==> config.mk <==
export PLATFORM = sky130hd
export DESIGN_NAME = sdf_acc_nflow
export DESIGN_NICKNAME = d
export VERILOG_FILES = /design/src/rtl/sdf_acc_nflow.sv
export SDC_FILE = /design/constraint.sdc
export NUM_CORES = 1
export LEC_CHECK = 0
export CAP_MARGIN = 20
export CORE_ASPECT_RATIO = 1.1
export CORE_MARGIN = 2
export CORE_UTILIZATION = 55
export DETAILED_ROUTE_END_ITERATION = 6
export GPL_TIMING_DRIVEN = 0
export HOLD_SLACK_MARGIN = 0.12
export MAX_ROUTING_LAYER = met4
export PLACE_DENSITY = 0.95
export SETUP_SLACK_MARGIN = 0.2
export SLEW_MARGIN = 20
export SYNTH_ARGS = -nofsm -noshare
export SYNTH_HDL_FRONTEND = slang
export SYNTH_SLANG_ARGS = --single-unit
==> constraint.sdc <==
create_clock -name ck -period 13 [get_ports ck]
set_clock_uncertainty 0.2 [all_clocks]
set_input_delay 2.6 -clock ck [delete_from_list [all_inputs] [get_ports ck]]
set_output_delay 2.6 -clock ck [all_outputs]
set_load 0.01 [all_outputs]
==> src/rtl/sdf_acc_nflow.sv <==
// Multi-flow SDF accumulator actor: N_FLOWS input FIFOs share one adder and
// one tagged output FIFO. Each flow keeps its own windowed running sum.
module sdf_acc_nflow #(
  parameter int unsigned DATA_W       = 32,
  parameter int unsigned N_FLOWS      = 4,
  parameter int unsigned TAG_W        = 2,
  parameter int unsigned ACC_LEN      = 4,
  parameter int unsigned CNT_W        = 2,
  parameter bit          RR_MODE      = 1'b0,
  parameter bit          EMIT_PARTIAL = 1'b1
) (
  input  logic                       ck,
  input  logic                       rst,
  input  logic [N_FLOWS*DATA_W-1:0]  in_data,
  input  logic [N_FLOWS-1:0]         in_empty,
  output logic [N_FLOWS-1:0]         in_read,
  input  logic                       full,
  output logic                       wr,
  output logic [TAG_W+DATA_W-1:0]    out_data,
  output logic                       out_last
);

  localparam int unsigned IDX_W = (N_FLOWS > 1) ? $clog2(N_FLOWS) : 1;

  logic [DATA_W-1:0] acc  [N_FLOWS];
  logic [CNT_W-1:0]  cnt  [N_FLOWS];
  logic [DATA_W-1:0] head [N_FLOWS];
  logic [TAG_W-1:0]  rr_ptr;

  logic [N_FLOWS-1:0] elig;
  logic               fire;
  logic [IDX_W-1:0]   g_idx;
  logic [DATA_W-1:0]  sum;
  logic               last;

  always_comb begin
    for (int unsigned i = 0; i < N_FLOWS; i++) begin
      head[i] = in_data[i*DATA_W +: DATA_W];
    end
  end

  // Reset and backpressure both suppress every request, so no token can be
  // consumed without a write slot.
  assign elig = (rst || full) ? '0 : ~in_empty;

  always_comb begin
    fire  = 1'b0;
    g_idx = '0;
    if (RR_MODE) begin
      for (int unsigned k = 1; k <= N_FLOWS; k++) begin
        int unsigned idx;
        idx = (32'(rr_ptr) + k) % N_FLOWS;
        if (!fire && elig[idx]) begin
          fire  = 1'b1;
          g_idx = IDX_W'(idx);
        end
      end
    end else begin
      // Ascending scan: the last eligible index seen wins.
      for (int unsigned i = 0; i < N_FLOWS; i++) begin
        if (elig[i]) begin
          fire  = 1'b1;
          g_idx = IDX_W'(i);
        end
      end
    end
  end

  assign sum  = acc[g_idx] + head[g_idx];
  assign last = (cnt[g_idx] == CNT_W'(ACC_LEN - 1));

  always_comb begin
    in_read  = '0;
    wr       = 1'b0;
    out_data = '0;
    out_last = 1'b0;
    if (fire) begin
      in_read[g_idx] = 1'b1;
      wr             = EMIT_PARTIAL ? 1'b1 : last;
      out_data       = {TAG_W'(g_idx), sum};
      out_last       = last;
    end
  end

  always_ff @(posedge ck) begin
    if (rst) begin
      for (int unsigned i = 0; i < N_FLOWS; i++) begin
        acc[i] <= '0;
        cnt[i] <= '0;
      end
      rr_ptr <= TAG_W'(N_FLOWS - 1);
    end else if (fire) begin
      if (last) begin
        acc[g_idx] <= '0;
        cnt[g_idx] <= '0;
      end else begin
        acc[g_idx] <= sum;
        cnt[g_idx] <= cnt[g_idx] + 1'b1;
      end
      if (RR_MODE) rr_ptr <= TAG_W'(g_idx);
    end
  end

endmodule
# [After elaboration in Yosys (flattened, before gate mapping)]
# Memories as Yosys holds them, arrays and structs flattened.
# Index checks and enable logic that the tools add are counted.
[word_totals] ff_bits=0 ramBits=136 output_inout_bits=40 mem_count=2 in_bits=135 wordCells=51
[mem_list] name="acc" depth=4 word_bits=32 read_ports=1 rd_ports_with_merged_regs=0 wr=4 line_no="25" source="logic [DATA_W-1:0] acc [N_FLOWS];"
[mem_list] name="cnt" depth=4 word_bits=2 read_ports=1 rd_ports_with_merged_regs=0 wr=4 line_no="26" source="logic [CNT_W-1:0] cnt [N_FLOWS];"
[classes] bitwise_logic=4 n_reduce_logical=4 n_lt_le_gt_ge=3 eq_ne=1 n_addsub=2 mux=35
[op_table] op="$mux W32" count=4
[op_table] op="$bmux W32 S2" count=1
[op_table] op="$mux W34" count=1
[op_table] op="$add A32 B32 Y32" count=1
[op_table] op="$reduce_or A32 Y1" count=1
[op_table] op="$mux W1" count=20
[op_table] op="$mux W2" count=6
[op_table] op="$mux W4" count=2
[op_table] op="$not A4 Y4" count=1
[op_table] op="$ge A3 B3 Y1 const B" count=1
[op_table] op="$lt A2 B3 Y1 const B" count=1
[op_table] op="$not A2 Y3" count=1
[op_table] op="$add A2 B1 Y2 const B" count=1
[op_table] op="$demux W1 S2" count=1
[op_table] op="$eq A2 B2 Y1 const B" count=1
[op_table] op="$ge A2 B1 Y1 const B" count=1
[op_table] op="$or A1 B1 Y1" count=2
[op_table] op="$reduce_or A2 Y1" count=1
[op_table] op="$logic_and A1 B1 Y1" count=1
[op_table] op="$logic_or A1 B1 Y1" count=1

# [Logic depth before layout (Yosys ltp)]
# An unclocked memory read counts as a cell.
[depth] word_depth=14 depth_mapped=17 ltp_nobuf=16

# [Worst setup path before layout]
# Ideal clock, no wire load.
[synth_path] path_kind="in2out" from="input rst" to="output out_data[26]" path_stages=15 arrival_time_ps=5798 slack_ps=4402 path_buffers=3 required_time_ps=10200 cell_sequence="buf_6 or2_1 or3_4 clkbuf_1 clkbuf_1 o22ai_1 a31oi_1 fa_1 a21oi_1 o21ai_1 o21ai_1 o311ai_1 a31oi_1 xor2_1 nor2_1"
[synth_between] elab_chain_len=11 elab_cells_between_ends=16 classes_between="add/sub: 1; mux: 12; bitwise: 1; reduce/logical: 1; memory: 1"
[synth_rtl] item="start, declared" line_no="13" source="input logic rst,"
[synth_rtl] item="$logic_or A1 B1 Y1 *" line_no="44" source="assign elig = (rst || full) ? '0 : ~in_empty;"
[synth_rtl] item="$mux W4 *" line_no="44"
[synth_rtl] item="$mux W1" line_no="61" source="if (elig[i]) begin"
[synth_rtl] item="$mux W2 (2 in series)" line_no="61"
[synth_rtl] item="$not A2 Y3 (implied by the code)" line_no="69" source="assign sum = acc[g_idx] + head[g_idx];"
[synth_rtl] item="$bmux W32 S2" line_no="69"
[synth_rtl] item="$mux W32 (implied by the code) (2 in series)" line_no="69"
[synth_rtl] item="$add A32 B32 Y32" line_no="69"
[synth_rtl] item="$mux W34 *" line_no="77" source="if (fire) begin"
[synth_rtl] item="end, declared" line_no="19" source="output logic [TAG_W+DATA_W-1:0] out_data,"
# Every way passes the cells marked *; elsewhere a longest branch is shown, timed or not. The select of a mux whose other input is x is not followed.

# [Worst setup path after layout]
[layout_path] from="input in_empty[3]" to="output out_data[22]"
[layout_between] elab_chain_len=9 elab_cells_between_ends=11 classes_between="add/sub: 1; mux: 7; bitwise: 2; memory: 1"
[layout_rtl] item="start, declared" line_no="15" source="input logic [N_FLOWS-1:0] in_empty,"
[layout_rtl] item="$not A4 Y4 *" line_no="44"
[layout_rtl] item="$mux W4 *" line_no="44"
[layout_rtl] item="$mux W2" line_no="61"
[layout_rtl] item="$not A2 Y3 (implied by the code)" line_no="69"
[layout_rtl] item="$bmux W32 S2" line_no="69"
[layout_rtl] item="$mux W32 (implied by the code) (2 in series)" line_no="69"
[layout_rtl] item="$add A32 B32 Y32" line_no="69"
[layout_rtl] item="$mux W34 *" line_no="77"
# Marks and branches as above.

==> results.txt <==
clock-pin slew on the worst setup and hold paths - 0.06 ns
Highest Signal Layer - met4
worst-path maximum fanout - 10
max cap viols - 0
total grt overflow - 0
nets - 1288
# setup viols final - 0
area grow syn2layout - 33.15%
Worst VDD drop - 0.1016 mV
met2 wire length - 13.22 mm
worst path cell trace - clkdlybuf4s50_1 > inv_1 > a21o_1 > nand2_1 > clkbuf_1 > clkbuf_1 > nand2_1 > a31oi_1 > ha_1 > clkbuf_1 > nand4_1 > nor2_1 > inv_1 > o311ai_1 > a21oi_1 > xor2_1 > nor2_1 > clkdlybuf4s50_1
DRT met1 WL - 10.09 mm
DRT iter0 DRCs - 964
Antenna diodes - 0
RePlAce Congestion - 1.017
die area - 16100 um^2
Distinct cells, synth - 55
number of buffers created by CTS - 17
Fin. Hold Viols - 0
die height - 132.9 um
overall via count from detail_route - 8410
max_slew headroom - 0.3222
total track usage - 0.3590
Worst EP arrival - 8.22 ns
Clock Sinks - 136
H-tree levels - 4
via/cell ratio - 6.333
PD cells - 132.4 nW/um^2
Clock Latency Late Sink - 0.44 ns
Post-synth EDFFs - 136
worst reg2reg path depth - 12
Worst Max-Slew Pin Slew - 1.017 ns
Final ANT Viol Nets - 0
DRC - 0
Post-Syn Instances - 925
FFs w/ async S/R, synth - 0
WL final - 27.89 mm
fin crit share - 0.8473
dominant synthesized flop cell - edfxtp_1
utilization after layout - 0.7402
max incr delay on CP - 0.61 ns
CP most frequent cell - clkbuf_1
post-synthesis sequential area ratio - 0.4918
IO Pins - 175
initial antenna violation count - 0
Synth warnings - 0
Core Area - 14940 um^2
hold path depth - 4
Placed Area - 10380 um^2
Final Power - 1.464 mW
Hold Crit Class - flip-flop to flip-flop
Die X - 121.2 um
Root Buffer Master - clkbuf_16
Hold Buf Count CTS - 0
mean post-synth cell area - 8.978 um^2
Slew Limit Fails - 0
Crit. Startpoint - in_empty[3]
met3 WL - 3.529 mm
row count - 47
hold path start - acc[1][0]$_SDFFCE_PN0P_
first-pass GRT wire length - 42.77 mm
Peak Freq - 90.79 MHz
Buf+Inv Stages, Crit Path - 7
outcome - completed
# Post-CTS Setup Buffers - 0
type of origin of the critical path - primary input
Post-Synthesis Cell Area - 8304 um^2
share of cells above drive strength 1 - 0.04329
Detailed Place HPWL - 19.70 mm
RSZ-0062 raised after global routing - no
Setup TNS - 0 ns
Initial Utilization - 0.5560
crit path capture type - primary output
largest net degree at the start of global routing - 35
critical path class - primary input to primary output
CTS tree - done
leakage - 4.262 nW
RR Startpoint - acc[2][0]$_SDFFCE_PN0P_
Slowest-stage cell, CP - o311ai_1
final instance area - 11060 um^2
WL/cell - 21.00 um
Hold EP - acc[3][0]$_DFFE_PP_
Critical Path RT - 10.20 ns
CTS Buffer Depth - 2
number of global-route vias before repair - 8245
Synth Register Bits - 136
Period minus WS final - 11.02 ns
fillcell total - 989
PortBufs - 173
post-CTS sizing - 0
final std cells w/o fill - 1328
FF-to-FF setup slack - 9.08 ns
first drt pass iteration count - 5
number of instances in the placed design - 1297
Reg-to-Reg End - acc[3][22]$_DFFE_PP_
Post-Syn Nets - 1093
crit-path leading delay family - buffers and inverters
flip-flops by register name, summed over array words and instances (netlist names):
name  flops
acc     128
cnt       8
metrics by stage:
step | setup WS (ns) | hold slack (ns)
global placement | 2.311 | 0.6793
finish | 1.985 | 0.7849
CTS | 2.189 | 0.7711
global route | 1.768 | 0.8131
detailed placement | 2.220 | 0.7366
floorplan | 4.402 | 0.5928
layout make-up:
cell class,instances,area (um^2),area share
Inverter,28,107.6,0.009732
Timing Repair Buffer,176,1814,0.1641
Sequential cell,136,4084,0.3694
Tap cell,196,245.2,0.02218
Multi-Input combinational cell,703,3901,0.3528
Clock inverter,14,254.0,0.02297
Buffer,58,225.2,0.02037
Clock buffer,17,425.4,0.03847
cell usage after synthesis (3+ instances only):
master    count  area (um^2)
and3_1        3        18.77
o211ai_1      4        30.03
nor3_1        5        25.02
o21ai_1      13        65.06
ha_1         32        400.4
xor2_1       16        140.1
a211oi_1      5        37.54
buf_1         3        11.26
edfxtp_1    136         4084
o22ai_1      49        306.5
clkbuf_1     54        202.7
and2_1        3        18.77
nand2b_1     17        106.4
nand4_1      14        87.58
a21o_1        8        60.06
xnor2_1      14        122.6
inv_1        25        93.84
a21oi_1      55        275.3
nand2_1     171        641.9
o21ai_0      14        70.07
o21a_1        8        60.06
a22o_1        4        35.03
nor2_1      167        626.9
a221o_1      14        140.1
a31oi_1      55        344.1
cells by family (layout without fill, tap and decap cells):
kind of cell	Yosys count	count (layout)	share of synthesized area
AOI/OAI and AO/OA	249	249	0.1920
DFF	136	136	0.4918
buffers and inverters	86	293	0.04008
and+or+nand+nor	391	391	0.1939
xor gates and xnor gates	30	30	0.03164
adders and majority gates	33	33	0.05062
metal layers:
| metal | up-vias | track usage |
|---|---|---|
| li1 | 3752 | - |
| met1 | 3868 | 0.4328 |
| met2 | 673 | 0.5749 |
| met3 | 117 | 0.08664 |
| met4 | 0 | 0.1552 |
| met5 | - | - |
power breakdown:
part	switching [mW]	total, mW	internal, mW
Clock	0.190	0.566	0.376
Combinational	0.231	0.383	0.152
Sequential	0.00691	0.515	0.508
Total	0.427	1.46	1.04
how the worst max path moves through the flow:
stage / endpoint / slack [ns] / depth (start not counted)
floorplan: out_data[26] / 4.40 / 15
global placement: out_data[22] / 2.31 / 18
detailed placement: out_data[22] / 2.22 / 18
CTS: out_data[22] / 2.19 / 18
global route: out_data[29] / 1.77 / 17
finish: out_data[22] / 1.98 / 18
tightest hold or removal path, stage by stage, from the launching register on:
cell and delay (ns):
edfxtp_1 0.34, a221o_1 0.19, ha_1 0.18, nand2_1 0.10, inv_1 0.08
cell usage in the layout, fill, tap and decap left out, types with 3 or more instances in the layout:
cell type,Yosys,layout
a221o_1,14,14
xor2_1,16,16
o21ai_0,14,14
o22ai_1,49,49
and3_1,3,3
a22o_1,4,4
bufinv_16,0,7
inv_1,25,25
clkinv_4,0,3
nand2b_2,0,3
and2_1,3,3
clkdlybuf4s50_1,0,173
clkbuf_16,0,17
buf_1,3,3
nor3_1,5,5
o21ai_1,13,13
a211oi_1,5,5
nor2_1,167,167
ha_1,32,32
clkbuf_1,54,54
a21oi_1,55,55
nand2b_1,17,14
edfxtp_1,136,136
a21o_1,8,8
o21a_1,8,8
a31oi_1,55,54
buf_16,0,3
nand2_1,171,171
o211ai_1,4,4
nand4_1,14,14
xnor2_1,14,14
(Power assumes the default switching activity.)
